File: src/rtl/freq_gate_scheduler_pkg.sv
// Shared types and constants for the frequency-meter gate sequencer.
package freq_meter_pkg;

   typedef enum logic [2:0] {
      IDLE   = 3'd0,
      CLEAR  = 3'd1,
      GATE   = 3'd2,
      SETTLE = 3'd3,
      LATCH  = 3'd4,
      EVAL   = 3'd5
   } fgs_state_t;

   localparam logic [1:0] RANGE_100MS = 2'd0;
   localparam logic [1:0] RANGE_1S    = 2'd1;
   localparam logic [1:0] RANGE_10S   = 2'd2;

   // Range step decided at LATCH, applied when leaving EVAL.
   typedef struct packed {
      logic dn;
      logic up;
   } rng_adj_t;

   // Number of 0.1 s base ticks in one gate window.
   function automatic logic [6:0] gate_ticks(input logic [1:0] rng);
      case (rng)
         RANGE_100MS: gate_ticks = 7'd1;
         RANGE_1S:    gate_ticks = 7'd10;
         default:     gate_ticks = 7'd100;
      endcase
   endfunction

   // Range code 3 behaves as the 10 s range.
   function automatic logic [1:0] range_clamp(input logic [1:0] rng);
      range_clamp = (rng == 2'd3) ? RANGE_10S : rng;
   endfunction

endpackage

File: src/rtl/freq_gate_scheduler_if.sv
// Control/counter-side signal bundle of the gate sequencer.
interface freq_gate_scheduler_if #(
   parameter int CNT_W = 32
) ();
   logic             run;
   logic             auto_en;
   logic [1:0]       manual_range;
   logic [CNT_W-1:0] cnt_value;
   logic             cnt_ovf;
   logic             count_en;
   logic             latch_en;
   logic             clear;
   logic [1:0]       gate_range;
   logic             result_valid;
   logic             result_ovf;
   logic             busy;

   modport slave (
      input  run, auto_en, manual_range, cnt_value, cnt_ovf,
      output count_en, latch_en, clear, gate_range, result_valid, result_ovf, busy
   );

   modport master (
      output run, auto_en, manual_range, cnt_value, cnt_ovf,
      input  count_en, latch_en, clear, gate_range, result_valid, result_ovf, busy
   );
endinterface

File: src/rtl/freq_gate_scheduler_gate_timer.sv
// Gate window timer: TICK_DIV prescaler plus base-tick counter.
// start (held one cycle before the window) zeroes both counters, so the
// window length never depends on earlier, possibly aborted, windows.
module gate_timer #(
   parameter int TICK_DIV = 5000000
) (
   input  logic       clk,
   input  logic       rst_n,
   input  logic       start,
   input  logic [6:0] n_ticks,
   output logic       done
);
   localparam int TW = (TICK_DIV > 1) ? $clog2(TICK_DIV) : 1;
   localparam logic [TW-1:0] TICK_LAST = TW'(TICK_DIV - 1);

   logic [TW-1:0] tick_cnt;
   logic [6:0]    gate_cnt;
   logic          active;

   assign done = active && (tick_cnt == TICK_LAST) && (gate_cnt == n_ticks - 7'd1);

   // Prescaler and tick counter; they stop after the last cycle of a window.
   always_ff @(posedge clk or negedge rst_n) begin
      if (!rst_n) begin
         tick_cnt <= '0;
         gate_cnt <= '0;
         active   <= 1'b0;
      end else if (start) begin
         tick_cnt <= '0;
         gate_cnt <= '0;
         active   <= 1'b1;
      end else if (active) begin
         if (done) active <= 1'b0;
         if (tick_cnt == TICK_LAST) begin
            tick_cnt <= '0;
            gate_cnt <= gate_cnt + 7'd1;
         end else begin
            tick_cnt <= tick_cnt + 1'b1;
         end
      end
   end
endmodule

File: src/rtl/freq_gate_scheduler.sv
// Gate sequencer for the frequency counter: clear -> gate -> settle ->
// latch -> evaluate, with optional auto-ranging of the gate time.
module freq_gate_scheduler
   import freq_meter_pkg::*;
#(
   parameter int TICK_DIV   = 5000000,
   parameter int SETTLE_CYC = 4,
   parameter int CNT_W      = 32,
   parameter int LO_TH      = 100,
   parameter int HI_TH      = 2000000000
) (
   input logic                  clk,
   input logic                  rst_n,
   freq_gate_scheduler_if.slave bus
);
   localparam int SW = $clog2(SETTLE_CYC + 1);
   localparam logic [SW-1:0]    SETTLE_LAST = SW'(SETTLE_CYC - 1);
   localparam logic [CNT_W-1:0] LO_V = CNT_W'(LO_TH);
   localparam logic [CNT_W-1:0] HI_V = CNT_W'(HI_TH);

   fgs_state_t    state, state_nxt;
   logic [SW-1:0] settle_cnt;
   logic [1:0]    gate_range;
   logic          auto_q;
   rng_adj_t      adj_q, adj_nxt;
   logic [1:0]    rng_adj;
   logic          accept;
   logic          hi, lo;
   logic          tmr_done;
   logic          count_en_q, latch_en_q, clear_q, result_valid_q, result_ovf_q, busy_q;

   gate_timer #(.TICK_DIV(TICK_DIV)) u_timer (
      .clk     (clk),
      .rst_n   (rst_n),
      .start   (state == CLEAR),
      .n_ticks (gate_ticks(gate_range)),
      .done    (tmr_done)
   );

   // Range decision from the values presented during LATCH. An overflow at
   // the shortest range cannot be cured by shortening, so it is reported.
   always_comb begin
      hi      = bus.cnt_ovf || (bus.cnt_value > HI_V);
      lo      = bus.cnt_value < LO_V;
      adj_nxt = '0;
      if (auto_q) begin
         if (hi) adj_nxt.dn = (gate_range > RANGE_100MS);
         else if (lo) adj_nxt.up = (gate_range < RANGE_10S);
      end
      accept  = !(adj_nxt.dn || adj_nxt.up);
      rng_adj = adj_q.dn ? gate_range - 2'd1 :
                adj_q.up ? gate_range + 2'd1 : gate_range;
   end

   // Next-state logic; run low before LATCH aborts the measurement.
   always_comb begin
      state_nxt = state;
      case (state)
         IDLE:    if (bus.run) state_nxt = CLEAR;
         CLEAR:   state_nxt = bus.run ? GATE : IDLE;
         GATE:    if (!bus.run) state_nxt = IDLE;
                  else if (tmr_done) state_nxt = SETTLE;
         SETTLE:  if (!bus.run) state_nxt = IDLE;
                  else if (settle_cnt == SETTLE_LAST) state_nxt = LATCH;
         LATCH:   state_nxt = EVAL;
         EVAL:    state_nxt = bus.run ? CLEAR : IDLE;
         default: state_nxt = IDLE;
      endcase
   end

   // State, settle counter and registered Moore outputs.
   always_ff @(posedge clk or negedge rst_n) begin
      if (!rst_n) begin
         state          <= IDLE;
         settle_cnt     <= '0;
         count_en_q     <= 1'b0;
         latch_en_q     <= 1'b0;
         clear_q        <= 1'b0;
         busy_q         <= 1'b0;
         result_valid_q <= 1'b0;
         result_ovf_q   <= 1'b0;
      end else begin
         state          <= state_nxt;
         settle_cnt     <= (state == SETTLE) ? settle_cnt + 1'b1 : '0;
         count_en_q     <= (state_nxt == GATE);
         latch_en_q     <= (state_nxt == LATCH);
         clear_q        <= (state_nxt == CLEAR);
         busy_q         <= (state_nxt != IDLE);
         result_valid_q <= (state == LATCH) && accept;
         if ((state == LATCH) && accept) result_ovf_q <= bus.cnt_ovf;
      end
   end

   // Range bookkeeping: mode and manual range are taken only on entry to
   // CLEAR; an auto step is applied on leaving EVAL, never inside a gate.
   always_ff @(posedge clk or negedge rst_n) begin
      if (!rst_n) begin
         gate_range <= RANGE_1S;
         auto_q     <= 1'b0;
         adj_q      <= '0;
      end else begin
         if (state == LATCH) adj_q <= adj_nxt;
         if ((state_nxt == CLEAR) && (state != CLEAR)) begin
            auto_q <= bus.auto_en;
            if (!bus.auto_en)       gate_range <= range_clamp(bus.manual_range);
            else if (state == EVAL) gate_range <= rng_adj;
         end else if (state == EVAL) begin
            gate_range <= rng_adj;
         end
      end
   end

   assign bus.count_en     = count_en_q;
   assign bus.latch_en     = latch_en_q;
   assign bus.clear        = clear_q;
   assign bus.gate_range   = gate_range;
   assign bus.result_valid = result_valid_q;
   assign bus.result_ovf   = result_ovf_q;
   assign bus.busy         = busy_q;
endmodule

File: src/flat_wrapper.sv
// flat-port wrapper written by rule: the top's interface ports become plain ports
module freq_gate_scheduler_flat import freq_meter_pkg::*;
#(
   parameter int TICK_DIV   = 5000000,
   parameter int SETTLE_CYC = 4,
   parameter int CNT_W      = 32,
   parameter int LO_TH      = 100,
   parameter int HI_TH      = 2000000000
)
  (clk, rst_n, bus_run, bus_auto_en, bus_manual_range, bus_cnt_value, bus_cnt_ovf, bus_count_en, bus_latch_en, bus_clear, bus_gate_range, bus_result_valid, bus_result_ovf, bus_busy);
  freq_gate_scheduler_if #(.CNT_W(CNT_W)) bus_i ();
  input logic clk;
  input logic rst_n;
  input wire logic [$bits(bus_i.run)-1:0] bus_run;
  input wire logic [$bits(bus_i.auto_en)-1:0] bus_auto_en;
  input wire logic [$bits(bus_i.manual_range)-1:0] bus_manual_range;
  input wire logic [$bits(bus_i.cnt_value)-1:0] bus_cnt_value;
  input wire logic [$bits(bus_i.cnt_ovf)-1:0] bus_cnt_ovf;
  output wire logic [$bits(bus_i.count_en)-1:0] bus_count_en;
  output wire logic [$bits(bus_i.latch_en)-1:0] bus_latch_en;
  output wire logic [$bits(bus_i.clear)-1:0] bus_clear;
  output wire logic [$bits(bus_i.gate_range)-1:0] bus_gate_range;
  output wire logic [$bits(bus_i.result_valid)-1:0] bus_result_valid;
  output wire logic [$bits(bus_i.result_ovf)-1:0] bus_result_ovf;
  output wire logic [$bits(bus_i.busy)-1:0] bus_busy;
  assign bus_i.run = bus_run;
  assign bus_i.auto_en = bus_auto_en;
  assign bus_i.manual_range = bus_manual_range;
  assign bus_i.cnt_value = bus_cnt_value;
  assign bus_i.cnt_ovf = bus_cnt_ovf;
  assign bus_count_en = bus_i.count_en;
  assign bus_latch_en = bus_i.latch_en;
  assign bus_clear = bus_i.clear;
  assign bus_gate_range = bus_i.gate_range;
  assign bus_result_valid = bus_i.result_valid;
  assign bus_result_ovf = bus_i.result_ovf;
  assign bus_busy = bus_i.busy;
  freq_gate_scheduler #(.TICK_DIV(TICK_DIV), .SETTLE_CYC(SETTLE_CYC), .CNT_W(CNT_W), .LO_TH(LO_TH), .HI_TH(HI_TH)) u_core (.clk(clk), .rst_n(rst_n), .bus(bus_i));
endmodule
File: config.mk
export PLATFORM = sky130hd
export DESIGN_NAME = freq_gate_scheduler_flat
export DESIGN_NICKNAME = d
export VERILOG_FILES = /design/src/rtl/freq_gate_scheduler_pkg.sv /design/src/rtl/freq_gate_scheduler_if.sv /design/src/rtl/freq_gate_scheduler_gate_timer.sv /design/src/rtl/freq_gate_scheduler.sv /design/src/flat_wrapper.sv
export SDC_FILE = /design/constraint.sdc
export NUM_CORES = 1
export LEC_CHECK = 0
export BUFFER_PORTS_ARGS = -buffer_cell sky130_fd_sc_hd__buf_2
export CORE_MARGIN = 2
export CORE_UTILIZATION = 47
export DETAILED_ROUTE_END_ITERATION = 10
export HOLD_SLACK_MARGIN = 0.02
export PLACE_DENSITY = 0.75
export RECOVER_POWER = 25
export SLEW_MARGIN = 30
export SYNTH_ARGS = -nofsm -noshare
export SYNTH_HDL_FRONTEND = slang
export SYNTH_HIERARCHICAL = 1
export SYNTH_SLANG_ARGS = --single-unit
File: constraint.sdc
create_clock -name clk -period 7.94 [get_ports clk]
set_input_delay 1.191 -clock clk [delete_from_list [all_inputs] [get_ports clk]]
set_output_delay 1.191 -clock clk [all_outputs]
set_load 0.005 [all_outputs]
==> Word level (Yosys, flattened, before mapping) <==
Index checks and enable logic that the tools add are counted.
{ "classes": {"n_addsub": 6, "magnitude_cmp": 4, "n_eq_ne": 14, "mux": 29, "reduce_logical": 13} }
{ "op_table": {"columns": ["operator", "count"], "rows": [
  ["$mux 23", 3],
  ["$gt 32x31->1 const B", 1],
  ["$lt 32x7->1 const B", 1],
  ["$add 23x1->23 const B", 1],
  ["$eq 23x23->1 const B", 1],
  ["$mux 7", 3],
  ["$mux 3", 6],
  ["$pmux 3 s6", 1],
  ["$mux 2", 8],
  ["$pmux 7 s2", 1],
  ["$eq 3x2->1 const B", 4],
  ["$eq 3x3->1 const B", 3],
  ["$add 7x1->7 const B", 1],
  ["$eq 7x7->1", 1],
  ["$mux 1", 7],
  ["$sub 7x1->7 const B", 1],
  ["$eq 3x1->1 const B", 2],
  ["$logic_and 1x1->1", 4],
  ["$reduce_bool 2->1", 2],
  ["$add 3x1->3 const B", 1],
  ["$logic_not 3->1", 1],
  ["$ne 3x1->1 const B", 1],
  ["$reduce_bool 3->1", 1],
  ["$add 2x1->2 const B", 1],
  ["9 further kinds", 10]
]} }
{ "word_totals": {"regBits": 48, "in_bits": 39, "output_inout_bits": 8, "wordCells": 81} }

==> Longest topological paths before layout <==
{ "logic_depth": {"word_depth": 11, "depth_mapped": 13, "mapped_depth_nobuf": 13} }

==> Hierarchy <==
The synthesis kept the hierarchy.
{ "modules_own_cells": {"columns": ["mod", "n_inst", "cells_per_inst", "area_each_um2", "seq_area_each_um2"], "rows": [
  ["gate_timer", 1, 197, 1833.0, 775.7],
  ["freq_gate_scheduler", 1, 110, 1044.8, 426.7]
]} }

==> Least setup slack after synthesis <==
OpenSTA, ideal clock, no wires.
{ "synth_path": {"path_type": "reg-to-reg", "startpoint": "register u_core.gate_range[0] (netlist: u_core/bus.gate_range[0])", "endpoint": "register u_core.gate_range[1] (netlist: u_core/bus.gate_range[1])", "setup_ps": 125, "arrival_time_ps": 2680, "required_ps": 7815, "setup_slack_ps": 5135, "stages_incl_launch_ff": 13, "path_buffers": 0, "period_less_slack_ps": 2805, "cell_sequence": "dfstp_2 inv_1 ha_1 nor2_1 nor3b_1 xnor2_1 nor3_1 nand3_1 nor3_1 a2bb2oi_1 o22a_2 nor3_4 mux2_4"} }
{ "synth_via": {"elab_chain_len": 11, "elab_cells_between_ends": 18, "classes_between": "add/sub: 3; eq/ne: 3; mux: 9; reduce/logical: 3"} }
{ "synth_rtl": {"columns": ["element", "line_no", "text"], "rows": [
  ["start: declaration", "freq_gate_scheduler.sv:23", "logic [1:0] gate_range;"],
  ["start signal: assignment", "freq_gate_scheduler.sv:105", "if (!bus.auto_en) gate_range <= range_clamp(bus.manual_range);"],
  ["start signal: assignment", "freq_gate_scheduler.sv:106", "else if (state == EVAL) gate_range <= rng_adj;"],
  ["start signal: assignment", "freq_gate_scheduler.sv:108", "gate_range <= rng_adj;"],
  ["$eq 2x1->1 / $logic_not 2->1 (equally long branches)", "freq_gate_scheduler_pkg.sv:25", "case (rng)"],
  ["$pmux 7 s2 *", "freq_gate_scheduler_pkg.sv:25", null],
  ["$sub 7x1->7 *", "freq_gate_scheduler_gate_timer.sv:20", "assign done = active && (tick_cnt == TICK_LAST) && (gate_cnt == n_ticks - 7'd1);"],
  ["$eq 7x7->1 *", "freq_gate_scheduler_gate_timer.sv:20", null],
  ["$logic_and 1x1->1 *", "freq_gate_scheduler_gate_timer.sv:20", null],
  ["via u_core.tmr_done", "freq_gate_scheduler.sv:29", "logic tmr_done;"],
  ["$mux 3 *", "freq_gate_scheduler.sv:62", "else if (tmr_done) state_nxt = SETTLE;"],
  ["$mux 3 *", "freq_gate_scheduler.sv:61", "GATE: if (!bus.run) state_nxt = IDLE;"],
  ["$pmux 3 s6 *", "freq_gate_scheduler.sv:58", "case (state)"],
  ["$eq 3x1->1 *", "freq_gate_scheduler.sv:103", "if ((state_nxt == CLEAR) && (state != CLEAR)) begin"],
  ["$logic_and 1x1->1 *", "freq_gate_scheduler.sv:103", null],
  ["$mux 2 *", "freq_gate_scheduler.sv:103", null]
]} }
Mark *: on every way through the listed nets, which the timed path passes. The rest lies on a longest branch.
A chain may end at the register's enable or synchronous reset.

==> reports/results.ini <==
[floorplan]
fp.dieH_um=82.25
boundaryPins=47
placeableCoreArea_um2=5921
die_x_um=82.25
rows=28
start_util_pct=48.61
die_area_um2=6765

[timing]
period_share_pct=38.84
hold_viol_final=0
slew_violations=49
rsz0062_at_grt=no
relSlewSlack_pct=-66.93
max_clock_freq_ghz=0.3242
setup_tns_ns=0
setup_viol=0
skew_ns=0.01528
tightest_slew_ns=2.504
post-route-min-period_ns=3.084

[critical_path]
slowest_stage=clkbuf_1
worst_ep_arrival_time_ns=2.97
endpoint_kind=async pin
ff2ff_path_depth=13
rrSetupSlack_ns=4.86
timing.rr.start=u_core/bus.gate_range[0]
setup.worst_path.start_class=primary input
crit_family=buffers and inverters
crit_buf_inv=1
r2r-end=u_core/bus.gate_range[1]
crit_path_max_incr_delay_ns=1.74
path_depth=1
path_cells=clkbuf_1
crit_fanout=48
required_ns=7.82
worstSetupPathType=in -> async

[synthesis]
ys_ff_latch=48
yosys_warnings=6
ys.flop_type=dfrtp_1
syn_avg_cell_area_um2=9.374
synthCells=307
synth_edf_count=0
ys_async_sr_fraction_pct=100.0
yosysUniqueCellTypes=61
ys_seq_area_share_pct=41.78
synth_area_um2=2878

[place]
place_congestion=0.9345
dpl.hpwl_um=4526
numPortBuffers=46

[clocking]
cts_made_buffers=5
cts_root_buf=clkbuf_8
cts_tree=done
postCtsSetupBuffers=0
clock_latency_ns=0.30
htree_levels=2
path_clk_slew_ns=0.08
cts.sink_count=48
cts.hold.buffers_added=0
cts.path.max_buffers=2
cts-resized-gates=0

[layout]
nets=402
area_growth_pct=14.43
num_antenna_cells=0
layout-drive-gt1-share_pct=20.22

[routing]
wl_per_cell_um=14.02
drc_errors=0
viasPerCell=5.404
dr.pass1.iters=4
via_count=2329
drtIter0Drc=91
routed_wirelength_um=6042
ant_nets=0

[status]
failed_checks=max-capacitance violations, max-slew violations
status=finished with violations

[hold_path]
hold_class=reg -> reg
min_from=u_core/settle_cnt[0]
min_path_cells=1
hold_end=u_core/settle_cnt[0]

[pwr]
total_power_uw=659.6
total_leakage_power_nw=1.458
ir_worst_vdd_mv=0.08169
power.density_nw_per_um2=200.3

[grt]
first_global_vias=2222
gr-usage-all-layers_pct=19.59
grt_pass1_wl_um=10450
grt_max_degree=49
antenna_found_initial=0
globalRouteOverflowTotal=0

[run]
maxCapViolCount=1

## area by class of cell
| type | instances | area (µm²) |
|---|---|---|
| Tap cell | 75 | 93.84 |
| Sequential cell | 48 | 1202 |
| Clock inverter | 2 | 38.79 |
| Inverter | 12 | 45.04 |
| Clock buffer | 6 | 82.58 |
| Timing Repair Buffer | 47 | 231.5 |
| Fill cell | 529 | 2628 |
| Multi-Input combinational cell | 241 | 1599 |
## cell usage after synthesis (3+ instances only)
master / number / area (µm²)
dfrtp_1: 47 / 1176
nor2_1: 41 / 153.9
nand2_1: 24 / 90.09
xor2_1: 18 / 157.7
nand3_1: 17 / 85.08
xnor2_1: 16 / 140.1
inv_1: 12 / 45.04
a21oi_1: 11 / 55.05
nor4_1: 10 / 62.56
nand4_1: 9 / 56.30
ha_1: 8 / 100.1
nor3_1: 8 / 40.04
o21ai_0: 8 / 40.04
nand2b_1: 7 / 43.79
or3_1: 6 / 37.54
buf_2: 3 / 15.01
## registers in the layout (all words and copies together) (netlist names), 2 cells and up
| register | cells |
|---|---|
| u_core/adj_q | 2 |
| u_core/bus.gate_range | 2 |
| u_core/settle_cnt | 3 |
| u_core/state | 3 |
| u_core/u_timer/gate_cnt | 7 |
| u_core/u_timer/tick_cnt | 23 |
## where the power goes
group / leakage [nW] / switching (mW) / internal [mW] / total, mW
sequential: 0.642 / 0.0225 / 0.268 / 0.291
combinational: 0.755 / 0.0998 / 0.0827 / 0.183
clock: 0.0614 / 0.0834 / 0.103 / 0.186
## cell usage in the layout, fill, tap and decap left out, drive strengths merged, types with 9 or more instances in the layout
cell type,count
xor2,18
nand4,10
dfrtp,47
nor2,42
nand2,24
nand3,17
xnor2,16
inv,12
nor3,10
clkbuf,9
o21ai,11
a21oi,11
nor4,12
buf,44
## how the worst max path moves through the flow
stage | endpoint | startpoint | slack [ns]
global placement | u_core/bus.gate_range[1] | u_core/bus.gate_range[0] | 5.01
detailed placement | u_core/bus.gate_range[1] | u_core/bus.gate_range[0] | 4.86
CTS | u_core/bus.gate_range[1] | u_core/bus.gate_range[0] | 4.84
floorplan | u_core/bus.gate_range[1] | u_core/bus.gate_range[0] | 5.14
global route | u_core/adj_q[1] | rst_n | 4.23
finish | u_core/bus.gate_range[1] | rst_n | 4.86
## kinds of logic (layout without fill, tap and decap cells)
group	Yosys count	after routing	synth area share (%)
AOI/OAI and AO/OA	37	37	8.218
xor gates and xnor gates	34	34	10.35
DFF	48	48	41.78
muxes	4	4	1.739
adders and majority gates	8	8	3.478
other	1	2	0.1303
buffers and inverters	19	67	3.000
and+or+nand+nor	156	156	31.30
## stage by stage
step	utilization, %	worst slack [ns]	hold WS [ns]	instance area (µm²)	std cells
2_1_floorplan	-	5.135	0.4150	2882	308
3_3_place_gp	53.57	5.014	0.4306	3172	423
3_5_place_dp	53.61	4.859	0.4392	3174	423
4_1_cts	55.66	4.841	0.4503	3296	431
5_1_grt	55.62	4.235	0.4797	3293	431
6_report	55.62	4.856	0.4464	3293	431
## routing by layer
metal	track usage, %	share of wire [%]
met4	4.333	1.0
met2	30.97	49
met1	27.98	48
met5	0	0
met3	3.587	2.7
Power figures use the tool's default switching activity.
